==> src/rtl/puf_resp_collector_if.sv <==
// ----------------------------------------------------------------------------
// puf_resp_collector_if
//   Valid/ready handshake that carries one collected PUF response word from
//   the collector (master) to its consumer (slave).
//
//   resp_word   N_BITS  collected response, bit i = response to i-th challenge
//   resp_valid  1       resp_word is available and held stable
//   resp_ready  1       consumer accepts resp_word this cycle
// ----------------------------------------------------------------------------
interface puf_resp_collector_if #(
    parameter int N_BITS = 8
);
    logic [N_BITS-1:0] resp_word;
    logic              resp_valid;
    logic              resp_ready;

    modport master (
        output resp_word,
        output resp_valid,
        input  resp_ready
    );

    modport slave (
        input  resp_word,
        input  resp_valid,
        output resp_ready
    );
endinterface

==> src/rtl/puf_resp_collector.sv <==
// ----------------------------------------------------------------------------
// puf_resp_collector
//   Challenge-side sequencer for a single-bit ring-oscillator PUF. A start
//   pulse captures an 8-bit seed; an LFSR (x^8+x^6+x^5+x^4+1) expands it into
//   N_BITS challenges. Each challenge gets one clear cycle followed by an
//   enabled run that lasts until the PUF reports finish. The response bits
//   are gathered into a word and offered on a valid/ready handshake. A
//   per-bit watchdog aborts into a sticky error state if the PUF never
//   finishes.
//
//   clk           in   system clock
//   rst_n         in   asynchronous active-low reset
//   start_i       in   request pulse, honoured only in IDLE or ERR
//   seed_i[7:0]   in   LFSR seed, captured with start_i (0 is replaced by A5)
//   busy_o        out  high while a request is in progress (CLEAR/RUN/DONE)
//   error_o       out  watchdog expired; sticky until the next accepted start
//   puf_chall_o   out  challenge to the PUF
//   puf_en_o      out  ring-oscillator enable
//   puf_rst_o     out  synchronous clear of the PUF counters/arbiter
//   puf_resp_i    in   PUF response bit, valid with puf_finish_i
//   puf_finish_i  in   PUF race complete
//   resp_if       master side of the response word handshake
// ----------------------------------------------------------------------------
module puf_resp_collector #(
    parameter int N_BITS  = 8,
    parameter int TIMEOUT = 1023
) (
    input  logic                        clk,
    input  logic                        rst_n,
    input  logic                        start_i,
    input  logic [7:0]                  seed_i,
    output logic                        busy_o,
    output logic                        error_o,
    output logic [7:0]                  puf_chall_o,
    output logic                        puf_en_o,
    output logic                        puf_rst_o,
    input  logic                        puf_resp_i,
    input  logic                        puf_finish_i,
    puf_resp_collector_if.master        resp_if
);

    localparam int TW = $clog2(TIMEOUT + 1);
    localparam int CW = (N_BITS > 1) ? $clog2(N_BITS) : 1;

    typedef enum logic [2:0] {
        S_IDLE,
        S_CLEAR,
        S_RUN,
        S_DONE,
        S_ERR
    } state_t;

    state_t            state_q, state_d;
    logic [7:0]        lfsr_q, lfsr_d;
    logic [CW-1:0]     bit_cnt_q, bit_cnt_d;
    logic [TW-1:0]     timer_q, timer_d;
    logic [N_BITS-1:0] word_q, word_d;
    logic [7:0]        chall_q, chall_d;
    logic              error_q, error_d;
    logic              busy_q, busy_d;
    logic              valid_q, valid_d;
    logic              en_q, en_d;
    logic              prst_q, prst_d;
    logic              lfsr_fb;

    assign lfsr_fb = lfsr_q[7] ^ lfsr_q[5] ^ lfsr_q[4] ^ lfsr_q[3];

    always_comb begin
        state_d   = state_q;
        lfsr_d    = lfsr_q;
        bit_cnt_d = bit_cnt_q;
        timer_d   = timer_q;
        word_d    = word_q;
        chall_d   = chall_q;
        error_d   = error_q;

        case (state_q)
            S_IDLE, S_ERR: begin
                if (start_i) begin
                    // An all-zero LFSR would lock up, so a zero seed is substituted.
                    lfsr_d    = (seed_i == 8'h00) ? 8'hA5 : seed_i;
                    bit_cnt_d = '0;
                    error_d   = 1'b0;
                    word_d    = '0;
                    state_d   = S_CLEAR;
                end
            end
            S_CLEAR: begin
                chall_d = lfsr_q;
                timer_d = '0;
                state_d = S_RUN;
            end
            S_RUN: begin
                // Finish takes priority over a watchdog expiry in the same cycle.
                if (puf_finish_i) begin
                    word_d[bit_cnt_q] = puf_resp_i;
                    lfsr_d            = {lfsr_q[6:0], lfsr_fb};
                    if (bit_cnt_q == CW'(N_BITS - 1)) begin
                        state_d = S_DONE;
                    end else begin
                        bit_cnt_d = bit_cnt_q + CW'(1);
                        state_d   = S_CLEAR;
                    end
                end else if (timer_q == TW'(TIMEOUT - 1)) begin
                    error_d = 1'b1;
                    state_d = S_ERR;
                end else begin
                    timer_d = timer_q + TW'(1);
                end
            end
            S_DONE: begin
                if (valid_q && resp_if.resp_ready) begin
                    state_d = S_IDLE;
                end
            end
            default: state_d = S_IDLE;
        endcase

        // Outputs are decoded from the next state so they land in registers
        // aligned with the state they describe.
        busy_d  = (state_d == S_CLEAR) || (state_d == S_RUN) || (state_d == S_DONE);
        valid_d = (state_d == S_DONE);
        en_d    = (state_d == S_RUN);
        prst_d  = (state_d != S_RUN);
    end

    always_ff @(posedge clk or negedge rst_n) begin
        if (!rst_n) begin
            state_q   <= S_IDLE;
            lfsr_q    <= '0;
            bit_cnt_q <= '0;
            timer_q   <= '0;
            word_q    <= '0;
            chall_q   <= '0;
            error_q   <= 1'b0;
            busy_q    <= 1'b0;
            valid_q   <= 1'b0;
            en_q      <= 1'b0;
            prst_q    <= 1'b1;
        end else begin
            state_q   <= state_d;
            lfsr_q    <= lfsr_d;
            bit_cnt_q <= bit_cnt_d;
            timer_q   <= timer_d;
            word_q    <= word_d;
            chall_q   <= chall_d;
            error_q   <= error_d;
            busy_q    <= busy_d;
            valid_q   <= valid_d;
            en_q      <= en_d;
            prst_q    <= prst_d;
        end
    end

    assign busy_o             = busy_q;
    assign error_o            = error_q;
    assign puf_chall_o        = chall_q;
    assign puf_en_o           = en_q;
    assign puf_rst_o          = prst_q;
    assign resp_if.resp_word  = word_q;
    assign resp_if.resp_valid = valid_q;

endmodule
==> src/flat_wrapper.sv <==
// flat-port wrapper written by rule: the top's interface ports become plain ports
module puf_resp_collector_flat 
#(
    parameter int N_BITS  = 8,
    parameter int TIMEOUT = 1023
)
  (clk, rst_n, start_i, seed_i, busy_o, error_o, puf_chall_o, puf_en_o, puf_rst_o, puf_resp_i, puf_finish_i, resp_if_resp_word, resp_if_resp_valid, resp_if_resp_ready);
  puf_resp_collector_if #(.N_BITS(N_BITS)) resp_if_i ();
  input  logic clk;
  input  logic rst_n;
  input  logic start_i;
  input  logic [7:0] seed_i;
  output logic busy_o;
  output logic error_o;
  output logic [7:0] puf_chall_o;
  output logic puf_en_o;
  output logic puf_rst_o;
  input  logic puf_resp_i;
  input  logic puf_finish_i;
  output wire logic [$bits(resp_if_i.resp_word)-1:0] resp_if_resp_word;
  output wire logic [$bits(resp_if_i.resp_valid)-1:0] resp_if_resp_valid;
  input wire logic [$bits(resp_if_i.resp_ready)-1:0] resp_if_resp_ready;
  assign resp_if_resp_word = resp_if_i.resp_word;
  assign resp_if_resp_valid = resp_if_i.resp_valid;
  assign resp_if_i.resp_ready = resp_if_resp_ready;
  puf_resp_collector #(.N_BITS(N_BITS), .TIMEOUT(TIMEOUT)) u_core (.clk(clk), .rst_n(rst_n), .start_i(start_i), .seed_i(seed_i), .busy_o(busy_o), .error_o(error_o), .puf_chall_o(puf_chall_o), .puf_en_o(puf_en_o), .puf_rst_o(puf_rst_o), .puf_resp_i(puf_resp_i), .puf_finish_i(puf_finish_i), .resp_if(resp_if_i));
endmodule
==> config.mk <==
export PLATFORM = sky130hd
export DESIGN_NAME = puf_resp_collector_flat
export DESIGN_NICKNAME = d
export VERILOG_FILES = /design/src/rtl/puf_resp_collector_if.sv /design/src/rtl/puf_resp_collector.sv /design/src/flat_wrapper.sv
export SDC_FILE = /design/constraint.sdc
export NUM_CORES = 1
export LEC_CHECK = 0
export CAP_MARGIN = 20
export CORE_ASPECT_RATIO = 2
export CORE_MARGIN = 4
export CORE_UTILIZATION = 59
export CTS_BUF_LIST = sky130_fd_sc_hd__clkbuf_4 sky130_fd_sc_hd__clkbuf_8
export DETAILED_ROUTE_END_ITERATION = 8
export MAX_ROUTING_LAYER = met4
export PLACE_DENSITY_LB_ADDON = 0.2
export SYNTH_ARGS = -nofsm -noshare
export SYNTH_HDL_FRONTEND = slang
export SYNTH_SLANG_ARGS = --single-unit
==> constraint.sdc <==
create_clock -name clk -period 3.3 [get_ports clk]
set_input_delay 0.66 -clock clk [delete_from_list [all_inputs] [get_ports clk]]
set_output_delay 0.66 -clock clk [all_outputs]
set_load 0.005 [all_outputs]
==> run metrics, run 1 <==
clock-pin slew on the worst setup and hold paths=~0.080 ns; Clock Latency Late Sink=~0.3 ns; Setup TNS Final=0 ns; maximum number of pins on one net before global-route repair=46; post-detail-place hpwl=3420 µm; Die Outline Area=0.00477 mm²; via/cell ratio=5.93; Critical Path Sink Type=register; worst min path class=register to register; Yosys reg bits=45; first-pass GRT wire length=8120 µm; residual antenna-violating net count after detailed routing=0; max-slew violations=0; count of endpoints failing setup in the final report=0; synthesized-area fraction occupied by and/or/nand/nor cells=slightly above 20%; Compound-Gate Fraction of Synth Area=17.6%; area share of the largest cell type after synthesis=50.8%; initial antenna violation count=0; CP startpoint kind=primary input; critical path class=primary input to register; total power draw=2.14 mW; maxcap violations=0; routed len/inst=approximately 16 µm; Synth Cell Area=roughly 0.0022 mm²; # hold bufs at CTS=0; CTS tree=built; main combinational cell family by area after synthesis=simple AND/OR/NAND/NOR gates; Yosys warning total=0; post-synthesis area per instance=9.59 µm²; most area-consuming cells after synthesis=sky130_fd_sc_hd__dfrtp_1 51%, sky130_fd_sc_hd__nand2_1 7.1%, sky130_fd_sc_hd__o21ai_1 4.2%; Overflow after GRT=0; Inserted Diodes=0; Main synth FF type=sky130_fd_sc_hd__dfrtp_1; Yosys cell types=40; vias in the first global route=~1800; synth-to-layout area growth=20.1%; post_cts resized=0; total length of routed wires=4750 µm; count of routing violations after the opening detailed-route iteration=53; root buffer cell=sky130_fd_sc_hd__clkbuf_8; critical path arrival=approximately 2.8 ns; period utilization=between 70 and 80%; reported leakage power=1.14 nW; net count after synthesis=244; input/output buffers=34; overall via count from detail_route=between 1500 and 2000; max frequency=391 MHz; final worst clock skew=0.00619 ns; slew at the pin closest to its max-slew limit=0.984 ns; number of failing hold endpoints at the final stage=0; global-route usage over all layers=a little under a quarter; number of buffers created by CTS=5; largest area contributor in the synthesized netlist=sky130_fd_sc_hd__dfrtp_1; synthesized instance count=226; I/O pin count=35; outcome=finished clean; share of layout cells above drive strength 1=6.59%; post-synthesis share of cell area spent on xor and xnor gates=under 10%; Site Rows=30; post-synthesis sequential area ratio=a little over half; effective utilization at floorplan=62.8%; H-tree level count=2; chip height=93.7 µm; final net count=275; Post-CTS Setup Inserts=0; filler cell count in the final layout=roughly 270; number of iterations in the first detailed-routing pass=4; Crit Path Max Fanout=21; worst rel slew slack=34.4%; multiplexer fraction of the synthesized cell area=1.85%; count of flip-flops with a built-in enable after synthesis=0; time the worst path needs with I/O delays and setup=2.56 ns; overall die width=between 50 and 60 µm; DRC=0; pwr dens=822 mW/mm²; Adder-Cell Fraction of Synth Area=2.31%; global placement routability congestion=0.846; Core Region=roughly 0.0035 mm²; proportion of register bits with asynchronous set or reset after synthesis=100%; worst-case clock buffer depth=2; Critical Path RT=3.53 ns; CTS Sinks=45; Max IR drop VDD=0.541 mV; setup repair after global routing missed its margin=no
synth_stat cells, drive strengths merged, types with 5 or more instances:
master	number
nor2	10
dfrtp	44
inv	8
nand3	5
a31oi	7
o21ai	31
or3	8
clkbuf	9
a21oi	9
nand2	41
power by group:
part	total (mW)	switching [mW]	internal, mW
combinational	0.903	0.483	0.420
clock	0.335	0.180	0.155
sequential	0.902	0.177	0.725
total	2.14	0.839	1.30
registers in the layout, summed over array words and instances, names as in the netlist:
register	count
u_core.timer_q	10
u_core.lfsr_q	8
u_core.puf_chall_o	8
u_core.resp_if.resp_word	8
u_core.bit_cnt_q	3
u_core.state_q	3
u_core.busy_o	1
u_core.error_o	1
u_core.puf_en_o	1
u_core.puf_rst_o	1
u_core.resp_if.resp_valid	1
critical path: stages:
cell                              delay, ns
sky130_fd_sc_hd__clkdlybuf4s50_1       0.41
sky130_fd_sc_hd__nor3b_1               0.20
sky130_fd_sc_hd__a311oi_4              0.39
sky130_fd_sc_hd__o211ai_2              0.40
sky130_fd_sc_hd__or4_1                 0.58
sky130_fd_sc_hd__a21oi_1               0.15
layout by cell type, fill, tap and decap left out, drive strengths merged, types with 4 or more instances in the layout:
master	instances
ha	4
nor2	10
clkdlybuf4s50	33
nand3	5
o31ai	4
o21ai	31
or3	8
clkbuf	6
inv	8
a31oi	7
buf	4
dfrtp	44
a21oi	9
mux2i	4
nand2	41
and4	4
cells by family (layout without fill, tap and decap cells):
family,count (synthesis),count (layout)
compound gates,62,62
xor+xnor,3,3
fa+ha+maj,4,4
buf+inv,21,53
flops,45,45
mux,4,4
simple gates,87,87
cell type report:
cell class,instances,area (µm²),share of cell area (%)
sequential,45,1130,43.3
multi-input combinational,160,941,36.2
timing repair buffer,37,358,13.7
clock buffer,6,76.3,2.93
tap,48,60.1,2.31
inverter,8,30.0,1.15
clock inverter,2,10.0,0.385
worst paths after layout:
kind | start | end | slack (ns) | depth (start not counted)
worst max-delay path | start_i | u_core.timer_q[8] | 0.74 | 6
worst min-delay path | u_core.puf_chall_o[4] | u_core.puf_chall_o[4] | 0.47 | 2
worst max register to register | u_core.bit_cnt_q[0] | u_core.timer_q[8] | 0.90 | 7
worst min register to register | u_core.puf_chall_o[4] | u_core.puf_chall_o[4] | 0.47 | 2
max in group asynchronous | rst_n | u_core.lfsr_q[2] | 2.17 | 1
min in group asynchronous | rst_n | u_core.timer_q[8] | 0.51 | 1
routing by layer:
layer	share of wire, %	global-route usage (%)	vias to the layer above
met2	56	40.5	45
met3	3.0	3.66	8
met4	2.0	9.44	0
li1	-	-	858
met1	39	25.5	903
met5	0	-	-
stage by stage:
stage / hold slack [ns] / cells / utilization (%) / setup slack, ns / cell area (µm²)
after global routing: 0.500 / 306 / 75.4 / 0.611 / 2600
after detailed placement: 0.462 / 297 / 72.6 / 0.424 / 2510
after CTS: 0.482 / 305 / 75.1 / 0.749 / 2590
after floorplan: 0.364 / 226 / - / 1.25 / 2170
after global placement: 0.458 / 297 / 72.6 / 0.539 / 2510
final: 0.475 / 306 / 75.4 / 0.744 / 2600
(Power assumes the default switching activity.)
==> run 2: changes to the inputs <==
--- a/config.mk
+++ b/config.mk
@@ -8,7 +8,7 @@
 export CAP_MARGIN = 20
 export CORE_ASPECT_RATIO = 2
 export CORE_MARGIN = 4
-export CORE_UTILIZATION = 59
+export CORE_UTILIZATION = 55
 export CTS_BUF_LIST = sky130_fd_sc_hd__clkbuf_4 sky130_fd_sc_hd__clkbuf_8
 export DETAILED_ROUTE_END_ITERATION = 8
 export MAX_ROUTING_LAYER = met4
==> constraint.sdc (replaced) <==
create_clock -name clk -period 2.5 [get_ports clk]
set_input_delay 0.5 -clock clk [delete_from_list [all_inputs] [get_ports clk]]
set_output_delay 0.5 -clock clk [all_outputs]
set_load 0.005 [all_outputs]
==> run 2 against run 1 <==
- hold slack lost 0.33 ns
- worst setup slack lost 0.37 ns
- via count shrank 1.2%
- non-clock buffer count grew 8
- clock power grew 90%
- cell count grew 3.6%
- count of clock-buffer cells in the layout shrank 1
==> run metrics, run 2 (same netlist as run 1, synthesis figures left out) <==
critical path class=register to register; Setup TNS Final=0 ns; input/output buffers=34; time the worst path needs with I/O delays and setup=2.13 ns; critical path arrival=2.35 ns; Critical Path RT=2.72 ns; Overflow after GRT=0; post-detail-place hpwl=3640 µm; length in cells of the worst reg-to-reg path=8; Clock Latency Late Sink=approximately 0.30 ns; most common cell after layout, fill and taps aside=sky130_fd_sc_hd__dfrtp_1; reported leakage power=1.19 nW; Site Rows=32; global placement routability congestion=0.807; pwr dens=1140 mW/mm²; number of failing hold endpoints at the final stage=0; # hold bufs at CTS=0; maxcap violations=0; clock-pin slew on the worst setup and hold paths=0.08 ns; max FFs per register=10; setup repair after global routing missed its margin=no; Inserted Diodes=0; via/cell ratio=5.65; CP startpoint kind=register; Max IR drop VDD=0.751 mV; I/O pin count=35; Crit Path Max Fanout=12; effective utilization at floorplan=between 50% and 60%; multi-input gate area in the final layout=roughly 940 µm²; Post-CTS Setup Inserts=0; Layout Utilization=70.6%; CTS tree=built; number of buffers created by CTS=5; worst rel slew slack=39.3%; final net count=between 200 and 300; first-pass GRT wire length=8160 µm; outcome=finished clean; H-tree level count=2; global-route usage over all layers=roughly a fifth; final worst clock skew=0.00515 ns; maximum number of pins on one net before global-route repair=22; residual antenna-violating net count after detailed routing=0; worst-case clock buffer depth=2; sequential cell area=0.00113 mm²; count of routing violations after the opening detailed-route iteration=43; vias in the first global route=1878; count of endpoints failing setup in the final report=0; endpoint of the most critical register-to-register path=u_core.timer_q[3]; Die Outline Area=0.00507 mm²; period utilization=between 80% and 90%; overall die width=52.4 µm; total length of routed wires=4790 µm; max frequency=470 MHz; CTS Sinks=45; crit path launch=u_core.bit_cnt_q[1]; filler cell count in the final layout=319; worst min path class=primary input to asynchronous set/reset pin; slew at the pin closest to its max-slew limit=0.907 ns; CP endpoint=u_core.timer_q[3]; leading cell types in the layout, fill and taps excluded=44 x sky130_fd_sc_hd__dfrtp_1, 41 x sky130_fd_sc_hd__nand2_1, 33 x sky130_fd_sc_hd__clkdlybuf4s50_1; initial antenna violation count=0; number of iterations in the first detailed-routing pass=4; launch point of the worst reg-to-reg path=u_core.bit_cnt_q[1]; share of layout cells above drive strength 1=9.40%; chip height=slightly below 100 µm; DRC=0; routed len/inst=15.1 µm; Core Region=slightly below 0.004 mm²; synth-to-layout area growth=25.2%; overall via count from detail_route=1792; register-to-register setup slack=0.37 ns; Critical Path Sink Type=register; register bank with the most flops=u_core.timer_q; max-slew violations=0; root buffer cell=sky130_fd_sc_hd__clkbuf_8; post_cts resized=0
-- run 2: worst max-delay path, stage by stage (launching register included) --
cell,delay (ns)
sky130_fd_sc_hd__dfrtp_1,0.58
sky130_fd_sc_hd__ha_1,0.22
sky130_fd_sc_hd__ha_1,0.14
sky130_fd_sc_hd__nand2b_1,0.15
sky130_fd_sc_hd__a22o_1,0.15
sky130_fd_sc_hd__o211ai_2,0.10
sky130_fd_sc_hd__buf_4,0.20
sky130_fd_sc_hd__or3_1,0.35
sky130_fd_sc_hd__a21oi_1,0.16
-- run 2: worst min path at each step --
stage,depth (start not counted),end,from
after floorplan,0,u_core.bit_cnt_q[0],rst_n
after global placement,2,u_core.puf_chall_o[4],u_core.puf_chall_o[4]
after detailed placement,2,u_core.puf_chall_o[5],u_core.puf_chall_o[5]
after CTS,1,u_core.timer_q[6],rst_n
after global routing,1,u_core.timer_q[0],rst_n
final,1,u_core.timer_q[0],rst_n
-- run 2: through the flow --
| stage | setup slack, ns | cell area, µm² | hold WS, ns | power [mW] | cells |
|---|---|---|---|---|---|
| 2_1_floorplan | 0.614 | 2170 | 0.204 | 1.97 | 226 |
| 6_report | 0.371 | 2710 | 0.147 | 3.10 | 317 |
| 3_5_place_dp | 0.0647 | 2580 | 0.462 | 2.48 | 309 |
| 3_3_place_gp | 0.105 | 2580 | 0.457 | 2.44 | 309 |
| 5_1_grt | 0.216 | 2710 | 0.163 | 3.33 | 317 |
| 4_1_cts | 0.374 | 2710 | 0.152 | 3.13 | 317 |
-- run 2: area by class of cell --
| class | instances | share of cell area, % |
|---|---|---|
| clock buffers | 5 | 2.54 |
| clock inverters | 3 | 2.40 |
| repair buffers | 45 | 15.4 |
| well taps | 51 | 2.35 |
| flip-flops and latches | 45 | 41.5 |
| multi-input cells | 160 | 34.7 |
| inverters | 8 | 1.11 |
-- run 2: power by group --
part / leakage (nW) / internal (mW) / total (mW) / switching [mW]
Clock: 0.0681 / 0.397 / 0.638 / 0.241
Sequential: 0.587 / 0.957 / 1.16 / 0.207
Combinational: 0.538 / 0.623 / 1.29 / 0.672
Total: 1.19 / 1.98 / 3.10 / 1.12
-- run 2: routing by layer --
layer,global-route usage (%),wire length (µm),vias up
li1,-,-,878
met1,23.2,1840,862
met2,36.8,2690,45
met3,2.62,153,7
met4,9.84,93,0
met5,-,0,-
==> run 3: changes to the inputs <==
--- a/config.mk
+++ b/config.mk
@@ -7,10 +7,10 @@
 export LEC_CHECK = 0
 export CAP_MARGIN = 20
 export CORE_ASPECT_RATIO = 2
-export CORE_MARGIN = 4
 export CORE_UTILIZATION = 55
 export CTS_BUF_LIST = sky130_fd_sc_hd__clkbuf_4 sky130_fd_sc_hd__clkbuf_8
 export DETAILED_ROUTE_END_ITERATION = 8
+export GPL_TIMING_DRIVEN = 0
 export MAX_ROUTING_LAYER = met4
 export PLACE_DENSITY_LB_ADDON = 0.2
 export SYNTH_ARGS = -nofsm -noshare
==> run 3 against run 2 <==
- first-iteration DRC count fell by 19%
- register-to-register slack improved by 0.12 ns
- cell area down 0.28%
- clock power fell by 10%
- worst setup slack got worse by 0.073 ns
- die area fell by 17%
- sequential share of layout area is 0.12 points higher
- sequential power decreased by 3%
- global-route usage grew 5.2 points
- largest power group unchanged
==> run metrics, run 3 (same netlist as run 1, synthesis figures left out) <==
outcome=finished clean; routed len/inst=~15 µm; combinational power share=44.3%; Overflow after GRT=0; reported leakage power=~1.2 nW; global-route layer with the greatest usage=met2; maxcap violations=0; length in cells of the worst reg-to-reg path=8; # hold bufs at CTS=0; number of iterations in the first detailed-routing pass=4; count of endpoints failing setup in the final report=0; global routing usage on met3=4.20%; Post-CTS Setup Inserts=0; vias in the first global route=1797; slew at the pin closest to its max-slew limit=0.653 ns; GR Layer Usage met1=29.1%; worst-case clock buffer depth=2; met2 usage=44.0%; time the worst path needs with I/O delays and setup=2.20 ns; via/cell ratio=about 5.7; register bank with the most flops=u_core.timer_q; effective utilization at floorplan=57.0%; initial antenna violation count=0; synth-to-layout area growth=24.9%; design internal power=around 1.9 mW; count of routing violations after the opening detailed-route iteration=35; max frequency=between 400 and 500 MHz; overall via count from detail_route=1826; pwr dens=roughly 1100 mW/mm²; net switching power=1.14 mW; first-pass GRT wire length=8020 µm; Die Outline Area=0.00421 mm²; critical path arrival=2.43 ns; number of failing hold endpoints at the final stage=0; post_cts resized=0; Critical Path RT=around 2.7 ns; chip height=90.8 µm; I/O pin count=35; period utilization=88.1%; H-tree level count=2; leading cell types in the layout, fill and taps excluded=44 x sky130_fd_sc_hd__dfrtp_1, 41 x sky130_fd_sc_hd__nand2_1, 33 x sky130_fd_sc_hd__clkdlybuf4s50_1; input/output buffers=34; max FFs per register=10; most common cell after layout, fill and taps aside=sky130_fd_sc_hd__dfrtp_1; global placement routability congestion=0.841; root buffer cell=sky130_fd_sc_hd__clkbuf_8; worst min path class=primary input to asynchronous set/reset pin; Inserted Diodes=0; global-route usage over all layers=26.5%; Clock Latency Late Sink=approximately 0.30 ns; Crit Path Max Fanout=10; Critical Path Sink Type=register; CTS tree=built; total length of routed wires=4710 µm; clock-pin slew on the worst setup and hold paths=0.08 ns; power share of the clock group=18.8%; launch point of the worst reg-to-reg path=u_core.state_q[1]; residual antenna-violating net count after detailed routing=0; endpoint of the most critical register-to-register path=u_core.timer_q[4]; setup repair after global routing missed its margin=no; Core Region=roughly 0.0038 mm²; max-slew violations=0; register-to-register setup slack=0.49 ns; maximum number of pins on one net before global-route repair=35; final net count=roughly 290; Site Rows=32; critical path class=primary input to register; Max IR drop VDD=roughly 0.86 mV; filler cell count in the final layout=313; sw frac=37.5%; number of buffers created by CTS=5; worst rel slew slack=between 50% and 60%; post-route design area=0.00271 mm²; DRC=0; post-detail-place hpwl=3550 µm; CTS Sinks=45; total power draw=3.04 mW; overall die width=between 40 and 50 µm; share of layout cells above drive strength 1=between 7 and 8%; register share of total power=36.8%; dpl cell area=around 0.0026 mm²; final worst clock skew=around 0.009 ns; CP startpoint kind=primary input
## run 3: worst max-delay path by stage
| stage | from | to | slack (ns) | depth (start not counted) |
|---|---|---|---|---|
| 6_report | start_i | u_core.timer_q[4] | 0.30 | 8 |
| 3_5_place_dp | start_i | u_core.timer_q[4] | -0.01 | 8 |
| 4_1_cts | start_i | u_core.timer_q[4] | 0.32 | 8 |
| 3_3_place_gp | rst_n | u_core.resp_if.resp_word[4] | -0.24 | 1 |
| 5_1_grt | start_i | u_core.timer_q[4] | 0.19 | 8 |
| 2_1_floorplan | seed_i[3] | u_core.lfsr_q[7] | 0.61 | 5 |
## run 3: power by group through the flow
stage	registers, mW	logic, mW	clock network (mW)
finish	1.12	1.35	0.573
detailed placement	1.14	1.34	0
global placement	1.12	1.31	0
global route	1.15	1.50	0.612
floorplan	1.11	0.867	0
CTS	1.12	1.36	0.590
## run 3: final cells by class
cell class	count	area, µm²	area share (%)
plain buffers	13	68.8	2.54
clock buffers	7	90.1	3.33
clock inverters	1	30.0	1.11
inverters	8	30.0	1.11
multi-input cells	160	941	34.8
flip-flops and latches	45	1130	41.7
well taps	51	63.8	2.36
repair buffers	35	355	13.1
## run 3: worst max-delay path: stages
cell and delay, ns:
sky130_fd_sc_hd__clkdlybuf4s50_1 0.48, sky130_fd_sc_hd__nor3b_1 0.55, sky130_fd_sc_hd__a311oi_4 0.13, sky130_fd_sc_hd__o211ai_2 0.14
sky130_fd_sc_hd__buf_6 0.16, sky130_fd_sc_hd__buf_2 0.23, sky130_fd_sc_hd__o21ai_1 0.10, sky130_fd_sc_hd__a21oi_1 0.13
## run 3: through the flow
step	hold slack (ns)	instances	setup WS [ns]	utilization, %	TNS [ns]
2_1_floorplan	0.204	226	0.614	-	0
3_3_place_gp	0.458	311	-0.244	67.6	-10.60
3_5_place_dp	0.397	312	-0.0103	68.0	-0.0171
4_1_cts	0.0632	320	0.320	71.2	0
5_1_grt	0.0753	320	0.188	71.2	0
6_report	0.0620	320	0.297	71.2	0
## run 3: metal layers
metal | wire (µm) | share of wire (%)
met5 | 0 | 0
met2 | 2640 | 56
met3 | 107 | 2.3
met4 | 129 | 2.7
met1 | 1830 | 39
